## config.mk

```make
export PLATFORM = sky130hd
export DESIGN_NAME = la_rle_capture
export DESIGN_NICKNAME = d
export VERILOG_FILES = /design/src/rtl/la_capture_pkg.sv /design/src/rtl/la_trigger_match.sv /design/src/rtl/la_rle_capture.sv
export SDC_FILE = /design/constraint.sdc
export NUM_CORES = 1
export LEC_CHECK = 0
export CAP_MARGIN = 20
export CORE_ASPECT_RATIO = 0.75
export CORE_MARGIN = 2
export CORE_UTILIZATION = 35
export CTS_CLUSTER_DIAMETER = 80
export DETAILED_ROUTE_END_ITERATION = 6
export PLACE_DENSITY = 0.63
export REMOVE_ABC_BUFFERS = 1
export SYNTH_ARGS = -nofsm -noshare
export SYNTH_HDL_FRONTEND = slang
export SYNTH_SLANG_ARGS = --single-unit
```

## constraint.sdc

```tcl
create_clock -name clk -period 3.1 [get_ports clk]
set_clock_uncertainty 0.2 [all_clocks]
set_input_delay 0.465 -clock clk [delete_from_list [all_inputs] [get_ports clk]]
set_output_delay 0.465 -clock clk [all_outputs]
set_load 0.01 [all_outputs]
```

## src/rtl/la_capture_pkg.sv

```systemverilog
// Shared types and constants for the logic-analyzer RLE capture stage.
package la_capture_pkg;

  localparam int DATA_W    = 24;
  localparam int CNT_W     = 8;
  localparam int MEM_DEPTH = 64;
  localparam int ADDR_W    = $clog2(MEM_DEPTH);
  localparam int BT_LINES  = 24;
  localparam int LINE_W    = DATA_W + CNT_W;

  localparam logic [CNT_W-1:0]  MAX_REPS   = 8'hfd;
  localparam logic [CNT_W-1:0]  CNT_ZERO   = 8'h00;
  localparam logic [CNT_W-1:0]  CNT_ONE    = 8'h01;
  localparam logic [DATA_W-1:0] TRIG_MASK  = 24'h0f0000;
  localparam logic [DATA_W-1:0] TRIG_VALUE = 24'h030000;

  localparam logic [ADDR_W-1:0] PRE_FIRST     = ADDR_W'(0);
  localparam logic [ADDR_W-1:0] PRE_LAST      = ADDR_W'(BT_LINES - 1);
  localparam logic [ADDR_W-1:0] TRIG_ADDR     = ADDR_W'(BT_LINES);
  localparam logic [ADDR_W-1:0] POST_LAST     = ADDR_W'(MEM_DEPTH - 2);
  localparam logic [ADDR_W-1:0] BOOKMARK_ADDR = ADDR_W'(MEM_DEPTH - 1);

  typedef struct packed {
    logic [DATA_W-1:0] data;
    logic [CNT_W-1:0]  count;
  } line_t;

  typedef enum logic [1:0] {
    PRE   = 2'd0,
    POST  = 2'd1,
    BMARK = 2'd2,
    DONE  = 2'd3
  } state_t;

  // What the run-length stage does with the current sample.
  typedef enum logic [2:0] {
    ACT_IDLE   = 3'd0,
    ACT_OPEN   = 3'd1,
    ACT_EXTEND = 3'd2,
    ACT_CLOSE  = 3'd3,
    ACT_TRIG   = 3'd4
  } run_act_t;

  function automatic logic trig_hit(input logic [DATA_W-1:0] sample);
    return (sample & TRIG_MASK) == TRIG_VALUE;
  endfunction

  function automatic logic [ADDR_W-1:0] next_pre_addr(input logic [ADDR_W-1:0] addr);
    logic [ADDR_W-1:0] nxt;
    if (addr == PRE_LAST) begin
      nxt = PRE_FIRST;
    end else begin
      nxt = addr + ADDR_W'(1);
    end
    return nxt;
  endfunction

  function automatic line_t bookmark_line(input logic [ADDR_W-1:0] bm);
    return line_t'({{(LINE_W - ADDR_W){1'b0}}, bm});
  endfunction

endpackage

```

## src/rtl/la_trigger_match.sv

```systemverilog
// Registered trigger compare; one cycle of latency so match lines up with the sample register.
module la_trigger_match
  import la_capture_pkg::*;
(
  input  logic              clk,
  input  logic              rst_l,
  input  logic              clear,
  input  logic [DATA_W-1:0] sample,
  output logic              match
);

  // Match flag register, cleared by reset or by a capture restart.
  always_ff @(posedge clk or negedge rst_l) begin
    if (!rst_l) begin
      match <= 1'b0;
    end else if (clear) begin
      match <= 1'b0;
    end else begin
      match <= trig_hit(sample);
    end
  end

endmodule

```

## src/rtl/la_rle_capture.sv

```systemverilog
// Run-length capture stage: compresses probe samples into {data,count} lines for capture RAM,
// with a circular pre-trigger region, a linear post-trigger region and a trailing bookmark word.
module la_rle_capture
  import la_capture_pkg::*;
(
  input  logic              clk,
  input  logic              rst_l,
  input  logic [DATA_W-1:0] data_in,
  input  logic              arm,
  output logic              mem_we,
  output logic [ADDR_W-1:0] mem_addr,
  output logic [LINE_W-1:0] mem_wdata,
  output logic              la_trigger_matched,
  output logic              capture_done
);

  logic [DATA_W-1:0] s_r;
  logic              s_valid_r;
  logic [DATA_W-1:0] prev_r;
  logic [CNT_W-1:0]  run_cnt_r;
  logic [ADDR_W-1:0] wr_addr_r;
  logic [ADDR_W-1:0] bookmark_r;
  state_t            state_r;
  logic              match_s;
  run_act_t          act_s;
  line_t             closed_s;
  logic              last_post_s;

  la_trigger_match u_trig (
    .clk    (clk),
    .rst_l  (rst_l),
    .clear  (arm),
    .sample (data_in),
    .match  (match_s)
  );

  assign closed_s    = {prev_r, run_cnt_r};
  assign last_post_s = (state_r == POST) && (act_s == ACT_CLOSE) && (wr_addr_r == POST_LAST);

  // Input sample register; s_valid_r keeps the reset value of s_r from opening a run.
  always_ff @(posedge clk or negedge rst_l) begin
    if (!rst_l) begin
      s_r       <= 24'h000000;
      s_valid_r <= 1'b0;
    end else if (arm) begin
      s_r       <= 24'h000000;
      s_valid_r <= 1'b0;
    end else begin
      s_r       <= data_in;
      s_valid_r <= 1'b1;
    end
  end

  // Classify the current sample against the open run.
  always_comb begin
    act_s = ACT_IDLE;
    if (!s_valid_r) begin
      act_s = ACT_IDLE;
    end else if ((state_r == PRE) && match_s) begin
      act_s = ACT_TRIG;
    end else if ((state_r != PRE) && (state_r != POST)) begin
      act_s = ACT_IDLE;
    end else if (run_cnt_r == CNT_ZERO) begin
      act_s = ACT_OPEN;
    end else if ((s_r == prev_r) && (run_cnt_r < MAX_REPS)) begin
      act_s = ACT_EXTEND;
    end else begin
      act_s = ACT_CLOSE;
    end
  end

  // Open run register; a close always reopens on the sample that ended the run.
  always_ff @(posedge clk or negedge rst_l) begin
    if (!rst_l) begin
      prev_r    <= 24'h000000;
      run_cnt_r <= CNT_ZERO;
    end else if (arm) begin
      prev_r    <= 24'h000000;
      run_cnt_r <= CNT_ZERO;
    end else if (last_post_s) begin
      run_cnt_r <= CNT_ZERO;
    end else begin
      case (act_s)
        ACT_OPEN, ACT_CLOSE, ACT_TRIG: begin
          prev_r    <= s_r;
          run_cnt_r <= CNT_ONE;
        end
        ACT_EXTEND: run_cnt_r <= run_cnt_r + CNT_ONE;
        default:    run_cnt_r <= run_cnt_r;
      endcase
    end
  end

  // Capture FSM with address generator, bookmark tracking and registered RAM/status outputs.
  always_ff @(posedge clk or negedge rst_l) begin
    if (!rst_l) begin
      state_r            <= PRE;
      wr_addr_r          <= PRE_FIRST;
      bookmark_r         <= PRE_LAST;
      mem_we             <= 1'b0;
      mem_addr           <= PRE_FIRST;
      mem_wdata          <= 32'h00000000;
      la_trigger_matched <= 1'b0;
      capture_done       <= 1'b0;
    end else if (arm) begin
      state_r            <= PRE;
      wr_addr_r          <= PRE_FIRST;
      bookmark_r         <= PRE_LAST;
      mem_we             <= 1'b0;
      mem_addr           <= PRE_FIRST;
      mem_wdata          <= 32'h00000000;
      la_trigger_matched <= 1'b0;
      capture_done       <= 1'b0;
    end else begin
      mem_we <= 1'b0;
      case (state_r)
        PRE: begin
          case (act_s)
            ACT_TRIG: begin
              // A trigger on a fresh capture has no run to flush, so the bookmark stays put.
              if (run_cnt_r != CNT_ZERO) begin
                mem_we     <= 1'b1;
                mem_addr   <= wr_addr_r;
                mem_wdata  <= closed_s;
                bookmark_r <= wr_addr_r;
              end
              wr_addr_r          <= TRIG_ADDR;
              la_trigger_matched <= 1'b1;
              state_r            <= POST;
            end
            ACT_CLOSE: begin
              mem_we     <= 1'b1;
              mem_addr   <= wr_addr_r;
              mem_wdata  <= closed_s;
              bookmark_r <= wr_addr_r;
              wr_addr_r  <= next_pre_addr(wr_addr_r);
            end
            default: wr_addr_r <= wr_addr_r;
          endcase
        end
        POST: begin
          if (act_s == ACT_CLOSE) begin
            mem_we    <= 1'b1;
            mem_addr  <= wr_addr_r;
            mem_wdata <= closed_s;
            if (wr_addr_r == POST_LAST) begin
              state_r <= BMARK;
            end else begin
              wr_addr_r <= wr_addr_r + ADDR_W'(1);
            end
          end
        end
        BMARK: begin
          mem_we    <= 1'b1;
          mem_addr  <= BOOKMARK_ADDR;
          mem_wdata <= bookmark_line(bookmark_r);
          state_r   <= DONE;
        end
        DONE: begin
          capture_done <= 1'b1;
        end
        default: state_r <= PRE;
      endcase
    end
  end

endmodule
```

Yosys cells after proc, flatten, opt, wreduce, memory -nomap -nowiden --
Cells that the tools add are included.
Operators by class: mux-type cells 47, equality and inequality tests 20, reduce and logical (&&, ||, !) cells 24, add/sub/neg operators 2, order comparisons 1
Operators by type and width (count):
- 24-bit two-way mux | 4
- 32-bit two-way mux | 3
- 32-bit one-hot mux with 3 select lines | 1
- 32-bit one-hot mux with 2 select lines | 1
- 6-bit two-way mux | 9
- 6-bit one-hot mux with 2 select lines | 3
- 24-bit equality test | 1
- 6-bit one-hot mux with 3 select lines | 1
- 8-bit two-way mux | 2
- 8-bit one-hot mux with 2 select lines | 1
- 2-bit two-way mux | 6
- 4-bit AND reduction | 3
- 1-bit two-way mux | 11
- 2-bit nonzero test | 5
- 3-bit by 2-bit inequality test with 1-bit output, second input constant | 3
- 8-bit by 1-bit adder with 8-bit output, second input constant | 1
- 8-bit zero test | 1
- 8-bit < comparator, second input constant | 1
- 4-bit nonzero test | 2
- 8-bit nonzero test | 1
- 6-bit by 1-bit adder with 6-bit output, second input constant | 1
- 3-bit by 2-bit equality test with 1-bit output, second input constant | 2
- 6-bit by 5-bit equality test with 1-bit output, second input constant | 1
- 6-bit equality test, second input constant | 1
- 20 further kinds | 29
Word-level totals: word-level logic and storage cells 107, output and inout port bits 41, bits in registers 113

Logic depth before layout (Yosys ltp) --
word-level depth 12, depth in mapped cells 11

Hierarchy --
From an unflattened synthesis, not the netlist that was laid out.
Second synthesis, totals: cells, all modules 502, area total of the unflattened synthesis 5320.1 um2
By module, submodules not included:
- la_rle_capture | cells an instance 499, sequential area each 2807.7 um2, area each 5278.8 um2, times used 1
- la_trigger_match | cells an instance 3, sequential area each 25.0 um2, area each 41.3 um2, times used 1

Least setup slack after synthesis --
No wires, ideal clock.
kind reg-to-reg, start register run_cnt_r[0], end register bookmark_r[3], library setup time 0.125 ns, arrival 2.136 ns, cell stages (with the launch flop) 11, data required time 2.775 ns, path buffers 1, path slack 0.639 ns, clock period less this slack 2.461 ns, path through dfrtp_1 -> inv_1 -> ha_1 -> nor4b_2 -> nand2_2 -> and4bb_1 -> a21oi_2 -> or2_1 -> and3_4 -> buf_6 -> mux2_4
Between the ends: cells in the longest elaborated chain, start to end 11, elaborated cells on any way between the ends 17, those cells by class order compare (1); eq/ne (3); mux (8); reduce/logical (5)
RTL lines:
- from (decl) | RTL line la_rle_capture.sv:20 | logic [CNT_W-1:0] run_cnt_r;
- from (signal assigned) | RTL line la_rle_capture.sv:88 | ACT_EXTEND: run_cnt_r <= run_cnt_r + CNT_ONE;
- from (signal assigned) | RTL line la_rle_capture.sv:89 | default: run_cnt_r <= run_cnt_r;
- 8-bit < comparator | RTL line la_rle_capture.sv:65 | end else if ((s_r == prev_r) && (run_cnt_r < MAX_REPS)) begin
- 1-bit logical AND | RTL line la_rle_capture.sv:65
- 1-bit two-way mux | RTL line la_rle_capture.sv:65
- 2-bit two-way mux | RTL line la_rle_capture.sv:63 | end else if (run_cnt_r == CNT_ZERO) begin
- 2-bit two-way mux | RTL line la_rle_capture.sv:61 | end else if ((state_r != PRE) && (state_r != POST)) begin
- 3-bit two-way mux | RTL line la_rle_capture.sv:59 | end else if ((state_r == PRE) && match_s) begin
- 3-bit two-way mux | RTL line la_rle_capture.sv:57 | if (!s_valid_r) begin
- 3-bit by 2-bit equality test with 1-bit output or 3-bit equality test (tied branches) | RTL line la_rle_capture.sv:118 | case (act_s)
- 6-bit one-hot mux with 2 select lines | RTL line la_rle_capture.sv:118
- 6-bit two-way mux | RTL line la_rle_capture.sv:116 | case (state_r)
- 6-bit two-way mux | RTL line la_rle_capture.sv:105 | end else if (arm) begin
- to (signal assigned) | RTL line la_rle_capture.sv:125 | bookmark_r <= wr_addr_r;
- to (signal assigned) | RTL line la_rle_capture.sv:135 | bookmark_r <= wr_addr_r;
- to (decl) | RTL line la_rle_capture.sv:22 | logic [ADDR_W-1:0] bookmark_r;
Parallel ways exist; a longest one is shown, timed or not. The select of a mux whose other input is x is not followed. A chain may end at the register's enable or synchronous reset.

Final worst setup path --
start register state_r[0], end register prev_r[15]
Between the ends: cells in the longest elaborated chain, start to end 10, elaborated cells on any way between the ends 18, those cells by class eq/ne (6); mux (3); reduce/logical (9)
RTL lines:
- from (decl) | RTL line la_rle_capture.sv:23 | state_t state_r;
- from (signal assigned) | RTL line la_rle_capture.sv:97 | state_r <= PRE;
- from (signal assigned) | RTL line la_rle_capture.sv:106 | state_r <= PRE;
- from (signal assigned) | RTL line la_rle_capture.sv:129 | state_r <= POST;
- 2-bit by 1-bit inequality test with 1-bit output or 2-bit nonzero test (tied branches) | RTL line la_rle_capture.sv:61
- 1-bit logical AND | RTL line la_rle_capture.sv:61
- 2-bit two-way mux | RTL line la_rle_capture.sv:61
- 3-bit two-way mux | RTL line la_rle_capture.sv:59
- 3-bit two-way mux | RTL line la_rle_capture.sv:57
- 3-bit by 2-bit equality test with 1-bit output | RTL line la_rle_capture.sv:38, la_rle_capture.sv:83
- 1-bit logical AND (2 in a row) | RTL line la_rle_capture.sv:38 | assign last_post_s = (state_r == POST) && (act_s == ACT_CLOSE) && (wr_addr_r == POST_LAST);
- 2-bit inequality test (no source line)
- 2-bit AND reduction (no source line) (*)
- to (signal assigned) | RTL line la_rle_capture.sv:85 | prev_r <= s_r;
- to (decl) | RTL line la_rle_capture.sv:19 | logic [DATA_W-1:0] prev_r;
Every way passes the cells marked *; elsewhere a longest branch is shown, timed or not.

==> flow_metrics.py <==
metrics = {
    "route": {
        "routedWlPerCell_um": 15.8,
        "ant_nets": 0,
        "drtIter0Drc": 347,
        "dr.pass1.iters": 4,
        "routed_via_density": 5.01,
        "wirelength_um": 12500,
        "vias": 3957,
        "route.detailed.drc": 0,
    },
    "logic_synthesis": {
        "synth_top_family_by_area": "simple AND/OR/NAND/NOR gates",
        "async_flop_share_pct": 100,
        "synth_edf_count": 0,
        "synth_flop_cell": "dfrtp_1",
        "yosys.area_share.simple_pct": 20.0,
        "synthDistinctLibCells": 57,
        "synthMuxAreaShare_pct": 7.03,
        "synthAdderAreaFrac_pct": 2.08,
        "synth-seq-cells": 113,
        "syn_area_per_cell_um2": 10.6,
        "yosys_warnings": 0,
        "synth.cell_area_um2": 5410,
        "netlist_instances": 510,
        "ys_seq_area_share_pct": 52.4,
        "synth_xor_area_share_pct": 4.53,
        "synth_compound_area_share_pct": 10.4,
    },
    "critical_path": {
        "required_ns": 3.16,
        "crit_chain": "inv_1 > ha_1 > o21a_1 > and3_2 > and3_1 > o2bb2ai_4 > mux2i_1 > nor2_1",
        "endpoint_kind": "flip-flop",
        "cp_slowest_cell": "dfrtp_1",
        "critPathArrivalTime_ns": 2.95,
        "timing.rr.end": "prev_r[15]$_DFFE_PN0P_",
        "ff2ff_setup_slack_ns": 0.21,
        "critical_path_peak_fanout": 12,
        "ff2ff_path_depth": 8,
        "max_stage_delay_ns": 0.41,
        "cp-start-kind": "flip-flop",
        "r2r-start": "state_r[0]$_DFFE_PN0P_",
        "worstSetupPathType": "flip-flop to flip-flop",
    },
    "cts": {
        "cts_buffers": 17,
        "clkTransAtPathRegs_ns": 0.05,
        "cts_tree": "built",
        "htree_levels": 4,
        "insertion_delay_ns": 0.40,
        "clockBufferDepth": 2,
        "clock-root-buffer": "clkbuf_16",
        "cts_sinks": 113,
    },
    "placement": {
        "place.gp.congestion": 0.850,
        "portBuffers": 67,
        "hpwl_um": 7990,
        "placed_area_um2": 6260,
    },
    "power": {
        "leakage_uw": 0.00293,
        "power.total_uw": 4820,
        "p_per_area_nw_per_um2": 699,
        "vdd_drop_max_mv": 0.311,
    },
    "global_route": {
        "grt_pass1_wl_um": 20700,
        "grt_pass1_vias": 3917,
        "grt_usage_pct": 15.9,
        "grt_max_degree": 86,
        "antenna_found_initial": 0,
        "gr-total-overflow": 0,
    },
    "sta": {
        "worst_pin_slew_ns": 0.551,
        "grt_setup_unrepaired": "false",
        "setup_viol": 0,
        "finalCritPeriodShare_pct": 93.2,
        "fmax_mhz": 346,
        "finalHoldViolCount": 0,
        "maxSlewViolCount": 0,
        "fin_tns_setup_ns": 0,
        "period_needed_ns": 2.89,
        "relSlewSlack_pct": 63.2,
    },
    "flow_run": {
        "drv.max_cap_violation_count": 0,
    },
    "floorplan": {
        "coreArea_um2": 15200,
        "chipWidth_um": 148,
        "start_util_pct": 35.6,
        "die_area_um2": 16500,
        "io_pins": 68,
        "fp-row-count": 39,
        "fp.dieH_um": 112,
    },
    "min_path": {
        "hold_depth": 2,
        "min_to": "capture_done$_DFFE_PN0P_",
        "min_from": "arm",
        "hold_path_class": "primary input to flip-flop",
    },
    "final_layout": {
        "drive_gt1_share_pct": 10.3,
        "diodes": 0,
        "area_growth_syn_to_layout_pct": 27.5,
        "nNetsFinal": 610,
        "layout_common_cells": "109 x dfrtp_1, 72 x nor2_1, 65 x clkdlybuf4s50_1, 35 x mux2i_1, 33 x nand2_1",
        "layout_commonest_cell": "dfrtp_1",
        "multi_input_area_um2": 2420,
        "seqCellArea_um2": 2830,
        "final_cell_area_um2": 6900,
        "fillers": 1388,
    },
    "status": {
        "status": "complete, no violations",
    },
}
==> per-layer routing <==
layer	global-route usage [%]	share of wire (%)	vias to the layer above
met2	22.7	44	109
met5	0	0	-
li1	-	-	1901
met4	4.55	0.18	0
met3	4.18	5.0	2
met1	23.7	51	1945
==> how the worst max path moves through the flow <==
stage / startpoint / to / slack [ns] / cells after the start
final: state_r[0]$_DFFE_PN0P_ / prev_r[15]$_DFFE_PN0P_ / 0.21 / 8
after global routing: state_r[0]$_DFFE_PN0P_ / prev_r[1]$_DFFE_PN0P_ / 0.07 / 8
after CTS: state_r[0]$_DFFE_PN0P_ / prev_r[15]$_DFFE_PN0P_ / 0.06 / 8
after detailed placement: state_r[1]$_DFFE_PN0P_ / prev_r[9]$_DFFE_PN0P_ / 0.06 / 8
after global placement: state_r[1]$_DFFE_PN0P_ / prev_r[16]$_DFFE_PN0P_ / 0.14 / 8
after floorplan: state_r[0]$_DFFE_PN0P_ / mem_wdata[0]$_DFFE_PN0P_ / -0.32 / 6
==> flip-flops by register name, summed over array words and instances (netlist names) <==
name and flops:
bookmark_r 6, wr_addr_r 6, prev_r 24, run_cnt_r 8, u_trig.match 1, s_r 24, capture_done 1, state_r 2
mem_addr 6, mem_wdata 32, mem_we 1, la_trigger_matched 1, s_valid_r 1
==> cells by family after synthesis <==
group,after synthesis
and+or+nand+nor,203
DFF,113
AOI/OAI and AO/OA,80
buffers and inverters,40
muxes,37
xor gates and xnor gates,28
adders and majority gates,9
==> final cells by class <==
| type | instances | area share [%] |
|---|---|---|
| multi-input cells | 358 | 35.1 |
| well taps | 205 | 3.72 |
| clock buffers | 26 | 7.53 |
| flip-flops and latches | 113 | 41.1 |
| clock inverters | 4 | 1.05 |
| repair buffers | 77 | 11.1 |
| inverters | 7 | 0.381 |
==> worst max-delay path, delay by kind of cell (launching register included) <==
family / cells / cell delay, ns
muxes: 1 / 0.28
adders and majority gates: 1 / 0.39
DFF: 1 / 0.41
buffers and inverters: 1 / 0.12
and+or+nand+nor: 3 / 0.75
AOI/OAI and AO/OA: 2 / 0.59
==> timing repair <==
action                                  in CTS  in global routing
cloned                                       0                  1
gates resized for setup                      1                  2
buffers inserted                             0                  0
hold endpoints to repair                    31                  0
endpoints found under the setup margin       2                 24
hold buffers                                 1                  0
==> cell usage after synthesis, types with 8 or more instances <==
library cell	count	area, um2
dfrtp_1	109	2730
clkbuf_1	18	67.6
nand3b_1	26	195
a22oi_1	9	67.6
ha_1	9	113
nor2b_1	29	181
nand2_1	33	124
nand4_1	8	50.1
nor2_1	72	270
xnor2_1	21	184
a21oi_1	31	155
mux2i_1	35	350
==> power by group <==
group	internal (uW)	total (uW)	switching, uW	leakage, uW
clock network	1300	1940	635	0.000288
logic	486	1170	681	0.00112
registers	1620	1720	104	0.00152
==> per-stage QoR <==
stage	cells	worst slack (ns)	utilization [%]	hold slack, ns
after global routing	790	0.0727	45.4	0.278
final	790	0.212	45.4	0.267
after floorplan	477	-0.323	-	-0.0306
after detailed placement	758	0.0645	41.3	0.240
after CTS	789	0.0647	45.3	0.249
after global placement	758	0.142	41.3	0.234
(Power assumes the default switching activity.)
